`config.mk`:
```
export PLATFORM = sky130hd
export DESIGN_NAME = synapse_current_gen
export DESIGN_NICKNAME = d
export VERILOG_FILES = /design/src/rtl/snn_pkg.sv /design/src/rtl/spike_event_fifo.sv /design/src/rtl/synapse_current_gen.sv
export SDC_FILE = /design/constraint.sdc
export NUM_CORES = 1
export LEC_CHECK = 0
export ABC_AREA = 1
export CAP_MARGIN = 10
export CORE_ASPECT_RATIO = 0.75
export CORE_MARGIN = 4
export CORE_UTILIZATION = 55
export CTS_BUF_LIST = sky130_fd_sc_hd__clkbuf_4
export DETAILED_ROUTE_END_ITERATION = 6
export PLACE_DENSITY = 0.88
export SLEW_MARGIN = 20
export SYNTH_ARGS = -nofsm -noshare
export SYNTH_HDL_FRONTEND = slang
export SYNTH_HIERARCHICAL = 1
export SYNTH_SLANG_ARGS = --single-unit
```
`constraint.sdc`:
```
create_clock -name clk -period 2.75 [get_ports clk]
set_clock_uncertainty 0.1 [all_clocks]
set_input_delay 0.275 -clock clk [delete_from_list [all_inputs] [get_ports clk]]
set_output_delay 0.275 -clock clk [all_outputs]
set_load 0.02 [all_outputs]
```
`src/rtl/snn_pkg.sv`:
```
// Shared SNN types: current/weight type, synapse FSM states, clamp limits.
// narrow(): 17-bit -> 16-bit, clamps when SYN_CURRENT_SATURATE_EN is defined.
package snn_pkg;

  typedef logic signed [15:0] cur_t;

  typedef enum logic [1:0] {
    IDLE,
    DECAY,
    DRAIN
  } state_t;

  localparam cur_t I_MAX = 16'sh7fff;
  localparam cur_t I_MIN = 16'sh8000;

  function automatic cur_t narrow(
    input logic signed [16:0] v
  );
`ifdef SYN_CURRENT_SATURATE_EN
    if (v > 17'sd32767) return I_MAX;
    else if (v < -17'sd32768) return I_MIN;
    else return v[15:0];
`else
    return v[15:0];
`endif
  endfunction

endpackage

```
`src/rtl/spike_event_fifo.sv`:
```
// Spike weight FIFO: push/pop, full/empty/count, combinational head read.
// Ports: clk, reset, push, wdata, pop, rdata, full, empty, count.
module spike_event_fifo
  import snn_pkg::*;
#(
  parameter int DEPTH = 4
) (
  input  logic                     clk,
  input  logic                     reset,
  input  logic                     push,
  input  cur_t                     wdata,
  input  logic                     pop,
  output cur_t                     rdata,
  output logic                     full,
  output logic                     empty,
  output logic [$clog2(DEPTH):0]   count
);

  localparam int AW = $clog2(DEPTH);
  localparam logic [AW-1:0] P_ONE = 1;
  localparam logic [AW:0]   C_ONE = 1;
  localparam logic [AW:0]   C_MAX = (AW+1)'(DEPTH);

  cur_t          mem [DEPTH];
  logic [AW-1:0] wr_ptr;
  logic [AW-1:0] rd_ptr;
  logic          push_ok;
  logic          pop_ok;

  assign full    = (count == C_MAX);
  assign empty   = (count == '0);
  assign push_ok = push & ~full;
  assign pop_ok  = pop & ~empty;
  assign rdata   = mem[rd_ptr];

  always_ff @(posedge clk) begin
    if (push_ok) mem[wr_ptr] <= wdata;
  end

  always_ff @(posedge clk or posedge reset) begin
    if (reset) begin
      wr_ptr <= '0;
      rd_ptr <= '0;
      count  <= '0;
    end else begin
      if (push_ok) wr_ptr <= wr_ptr + P_ONE;
      if (pop_ok)  rd_ptr <= rd_ptr + P_ONE;
      unique case ({push_ok, pop_ok})
        2'b10:   count <= count + C_ONE;
        2'b01:   count <= count - C_ONE;
        default: count <= count;
      endcase
    end
  end

endmodule

```
`src/rtl/synapse_current_gen.sv`:
```
// Synaptic current: per step, decay I then add every queued spike weight.
// Ports: clk, reset, spike_valid/weight/ready, step, I, step_done,
// step_overrun. Macro SYN_CURRENT_SATURATE_EN clamps instead of wrapping.
module synapse_current_gen
  import snn_pkg::*;
#(
  parameter int TAU_SHIFT  = 3,
  parameter int FIFO_DEPTH = 4
) (
  input  logic clk,
  input  logic reset,
  input  logic spike_valid,
  input  cur_t spike_weight,
  output logic spike_ready,
  input  logic step,
  output cur_t I,
  output logic step_done,
  output logic step_overrun
);

  localparam int CW = $clog2(FIFO_DEPTH) + 1;
  localparam logic [CW-1:0] CNT_ONE = 1;

  state_t                 state;
  logic [CW-1:0]          drain_cnt;
  logic [CW-1:0]          fifo_count;
  logic                   fifo_full;
  logic                   fifo_empty;
  cur_t                   head;
  logic                   push;
  logic                   pop;
  logic signed [16:0]     wide;
  logic signed [16:0]     dec;
  logic signed [16:0]     acc;

  assign spike_ready = ~fifo_full;
  assign push = spike_valid & ~fifo_full;
  assign pop  = (state == DRAIN) && (drain_cnt != '0) && !fifo_empty;

  assign wide = {I[15], I};
  assign dec  = wide - (wide >>> TAU_SHIFT);
  assign acc  = wide + {head[15], head};

  spike_event_fifo #(
    .DEPTH (FIFO_DEPTH)
  ) u_fifo (
    .clk   (clk),
    .reset (reset),
    .push  (push),
    .wdata (spike_weight),
    .pop   (pop),
    .rdata (head),
    .full  (fifo_full),
    .empty (fifo_empty),
    .count (fifo_count)
  );

  always_ff @(posedge clk or posedge reset) begin
    if (reset) begin
      state        <= IDLE;
      I            <= '0;
      drain_cnt    <= '0;
      step_done    <= 1'b0;
      step_overrun <= 1'b0;
    end else begin
      step_done <= 1'b0;
      if (step && state != IDLE) step_overrun <= 1'b1;
      unique case (1'b1)
        (state == IDLE): begin
          if (step) state <= DECAY;
        end
        (state == DECAY): begin
          I         <= narrow(dec);
          // Events arriving after this point wait for the next step.
          drain_cnt <= fifo_count;
          state     <= DRAIN;
        end
        (state == DRAIN): begin
          if (drain_cnt != '0) begin
            I         <= narrow(acc);
            drain_cnt <= drain_cnt - CNT_ONE;
          end else begin
            state     <= IDLE;
            step_done <= 1'b1;
          end
        end
        default: state <= IDLE;
      endcase
    end
  end

endmodule

```
### Word-level counts from Yosys, hierarchy flattened

Memory sizes are Yosys's and may differ from the RTL's.
Index checks and enable logic that the tools add are counted.
W data, S select, Z words.

* logic and storage cells: 53
* RAM bits: 64
* flip-flop bits (word level): 30
* output and inout bits: 19
* memories kept: 1
* bits of input ports: 20

Memory list
* u_fifo.mem: words 4, width 16, read ports 1, clocked after Yosys merged registers in 0, write ports 1, RTL line spike_event_fifo.sv:24 `cur_t mem [DEPTH];`

* bitwise operators: 5
* reduce and logical (&&, ||, !) cells: 12
* equality and inequality tests: 8
* $add $sub $neg: 7
* multiplexer cells: 12

Operators with widths (count)
* $pmux W16 S2: 1
* $add A16 B16 Y16: 1
* $mux W16: 1
* $sub A16 B13 Y16: 1
* $pmux W3 S2: 2
* $pmux W2 S3: 1
* $reduce_bool A2 Y1: 3
* $sub A3 B1 Y3 const B: 2
* $add A2 B1 Y2 const B: 2
* $eq A2 B1 Y1 const B: 2
* $eq A2 B2 Y1 const B: 2
* $mux W1: 4
* $mux W2: 2
* $ne A2 B2 Y1 const B: 2
* $reduce_and A2 Y1: 2
* $add A3 B1 Y3 const B: 1
* $and A1 B1 Y1: 3
* $eq A3 B3 Y1 const B: 1
* $logic_and A1 B1 Y1: 3
* $logic_not A3 Y1: 1
* $mux W3: 1
* $reduce_bool A3 Y1: 1
* $logic_not A2 Y1: 1
* $ne A2 B1 Y1 const B: 1
* 2 further kinds: 3

### Logic depth before layout (Yosys ltp)

* word-level depth: 6
* mapped depth: 20
* mapped depth without buffers: 20

### Hierarchy

The synthesis kept the hierarchy.

By module, submodules not included
* spike_event_fifo: area each 3041.7 um^2, cells each 249, times used 1, sequential area each 2097.0 um^2
* synapse_current_gen: area each 2277.2 um^2, cells each 363, times used 1, sequential area each 575.6 um^2

### Worst setup path before layout

OpenSTA, ideal clock, no wires.

* path type: register -> register
* from: reg I[3]
* to: reg I[14]
* setup time: 0.117 ns
* data arrival time: 2.468 ns
* clock period less this slack: 2.686 ns
* cell stages (with the launch flop): 17
* path slack: 0.064 ns
* path buffers: 0
* data required time: 2.533 ns
* path through: dfrtp_1 inv_1 ha_1 nand3_1 nor2_1 nand4_1 o21ai_0 nand3_1 ha_1 inv_1 nor3_1 and2_1 nand2_1 nand2_1 nand2_1 nand3_1 nand2_1

* longest elaborated chain between the ends: 3
* elaborated cells on any way between the ends: 4
* classes of those cells: 2 x add/sub; 2 x mux

RTL lines
* start: declaration: RTL line synapse_current_gen.sv:16 `output cur_t I,`
* start signal: assignment: RTL line synapse_current_gen.sv:73 `I <= narrow(dec);`
* start signal: assignment: RTL line synapse_current_gen.sv:80 `I <= narrow(acc);`
* $add A16 B16 Y16: RTL line synapse_current_gen.sv:42 `assign acc = wide + {head[15], head};`
* $mux W16: RTL line synapse_current_gen.sv:79 `if (drain_cnt != '0) begin`
* $pmux W16 S2 *: RTL line synapse_current_gen.sv:68 `unique case (1'b1)`

Mark *: on every way between the ends. The rest lies on a longest branch, timed or not. The select of a mux whose other input is x is not followed.
A chain may end at the register's enable or synchronous reset.

### Worst setup path after layout

* from: reg I[4]
* to: reg I[7]

The elaborated chain is that of the path after synthesis.

==> impl_metrics.json <==
{
  "ys.warnings.count": 6,
  "syn_nets": 660,
  "synthesis.instances": 612,
  "holdPathStages": 3,
  "synth-seq-area-share_pct": 50.2,
  "dr.pass1.iters": 7,
  "grt_pass1_vias": 4350,
  "routed_wl_mm": 14.3,
  "use_met1_pct": 30.1,
  "cap_viol_max_count": 0,
  "final_common_cell": "nand2_1",
  "rsz0062_at_grt": "yes",
  "area_delta_synth_final_pct": 26.3,
  "drt-initial-drc-count": 661,
  "antennaDiodeCount": 0,
  "utilization_pct": 72.8,
  "dieWidth_um": 122,
  "finalCritPeriodShare_pct": 102,
  "grt_max_degree": 22,
  "pre_cts_slack_ns": -0.143,
  "clock_path_buffers": 2,
  "mostFrequentLayoutCells": "nand2_1, inv_1, edfxtp_1",
  "layout.nets": 754,
  "crit_fanout": 5,
  "cts_tree": "built",
  "drive_above_1_share_pct": 24.1,
  "r2r_cells": 15,
  "dieArea_sq_um": 11300,
  "drcViolationCount": 4,
  "ioPinCount": 39,
  "h-tree-depth": 3,
  "synth.avg_cell_area_sq_um": 8.69,
  "cts_buffers": 9,
  "violations": "DRC, setup timing",
  "final_hold_viol_count": 0,
  "max_stage_delay_ns": 0.46,
  "grt_pass1_wl_mm": 20.3,
  "endpoint_kind": "flip-flop",
  "grt-ovfl-total": 0,
  "worst_pin_slew_ns": 0.483,
  "placedCellCount": 782,
  "dp_hpwl_mm": 8.90,
  "grt.busiest_layer": "met2",
  "clk_pin_slew_worst_paths_ns": 0.17,
  "vias": 4721,
  "viasPerCell": 5.63,
  "synth_area_sq_um": 5320,
  "postLayoutCellArea_sq_um": 6720,
  "crit_type": "reg -> reg",
  "clk_latency_ns": 0.48,
  "critPathArrivalTime_ns": 3.05,
  "setup_ws_ns": -0.0579,
  "port-buffer-count": 38,
  "synth_cell_types": 33,
  "holdCritPathClass": "in -> reg",
  "crit_required_ns": 3.00,
  "cts.sinks": 94,
  "setup_violations": 4,
  "wl_per_cell_um": 17.0,
  "coreArea_sq_um": 9230,
  "clock.fmax_ghz": 0.356,
  "antenna_found_initial": 0,
  "cts_root_buffer": "clkbuf_4",
  "grt_use_met3_pct": 5.02,
  "dpl_cell_area_sq_um": 5900,
  "grtUsageTotal_pct": 22.9,
  "post-route-min-period_ns": 2.81,
  "placementRows": 30,
  "stdcell_count": 839,
  "globalplace.congestion": 0.954,
  "slew_headroom_pct": 67.7,
  "setup.worst_path.start_class": "flip-flop",
  "drtAntennaViolNets": 0,
  "synth.ff_latch_count": 94,
  "start_util_pct": 57.6,
  "slew_viol_final": 0,
  "gr-usage-met2_pct": 37.7,
  "status": "complete, but fails checks",
  "chipHeight_um": 93.2,
  "crit_chain": "inv_2 > ha_4 > buf_4 > nand3_2 > o21ai_2 > o21ai_2 > a21oi_4 > ha_1 > nand2_1 > nand2_2 > a21oi_2 > nand2_2 > or2_2 > nand3_1 > o21ai_0",
  "crit_slowest_cell": "dfrtp_1"
}
-- per-stage QoR --
stage | hold slack (ns) | TNS (ns)
6_report | 0.248 | -0.121
5_1_grt | 0.243 | -0.905
4_1_cts | 0.228 | 0
3_5_place_dp | 0.361 | -0.480
3_3_place_gp | 0.340 | 0
2_1_floorplan | -0.0216 | 0
-- cells in the mapped netlist (all sizes together) --
master | number | area share, %
nand2 | 187 | 13
inv | 112 | 7.9
edfxtp | 64 | 36
nand3 | 36 | 3.4
o211ai | 33 | 5.1
nor2 | 31 | 2.4
o21ai | 31 | 3.2
dfrtp | 30 | 14
ha | 26 | 6.1
a21oi | 18 | 1.7
buf | 14 | 2.5
nand4 | 5 | 0.59
xor2 | 5 | 0.82
nor3 | 3 | 0.28
a31oi | 2 | 0.24
and2 | 2 | 0.24
clkbuf | 2 | 0.14
fa | 2 | 0.75
o22ai | 2 | 0.24
or2 | 2 | 0.24
xnor2 | 2 | 0.33
a21o | 1 | 0.14
nand3b | 1 | 0.14
o21bai | 1 | 0.14
-- worst max-delay path, delay by kind of cell (launching register included) --
kind	cells	cell delay, ns
AOI/OAI and AO/OA	5	0.66
buffers and inverters	2	0.23
adders and majority gates	2	0.43
and+or+nand+nor	6	0.79
DFF	1	0.46
-- routing by layer --
layer / up-vias / wire [um]
met2: 257 / 6950
met1: 2234 / 5620
li1: 2183 / -
met3: 47 / 1250
met4: 0 / 430
met5: - / 0
-- kinds of logic after synthesis --
family | Yosys count | share of synthesized area [%]
XOR/XNOR | 7 | 1.15
adder cells (fa/ha/maj) | 28 | 6.87
buffers and inverters | 128 | 10.5
flip-flops | 94 | 50.2
AO/OA/AOI/OAI | 88 | 10.8
AND/OR/NAND/NOR | 267 | 20.4
-- repair_timing --
item | 4_1_cts | 5_1_grt
cloned | 0 | 1
setup buffers | 1 | 38
endpoints found under the hold margin | 7 | 0
hold buffers | 1 | 0
resized for setup | 13 | 99
setup endpoints to repair | 6 | 10
pin swaps | 5 | 41
-- final cells by class --
class,instances,area (sq um)
well taps,128,160
fillers,639,2510
repair buffers,98,890
inverters,112,429
clock buffers,10,75.1
flip-flops and latches,94,2680
repair inverters,1,5.00
multi-input cells,390,2440
clock inverters,6,37.5
-- path summary, 6_finish.rpt --
path,start,to,slack (ns)
setup / recovery,I[4],I[7],-0.06
hold / removal,step,state[0],0.25
setup reg to reg,I[4],I[7],-0.06
hold reg to reg,step_overrun,step_overrun,0.38
max in group asynchronous,reset,I[9],1.34
min in group asynchronous,reset,u_fifo/count[0],0.54
-- sequential cells by signal, indices dropped and copies added, names as in the netlist --
name           flops
u_fifo/count       3
I                 16
step_done          1
drain_cnt          3
step_overrun       1
state              2
u_fifo/mem        64
u_fifo/wr_ptr      2
u_fifo/rd_ptr      2
Power is not shown: default switching activity piles up to over one toggle a cycle in this logic, so the estimate is an artifact.
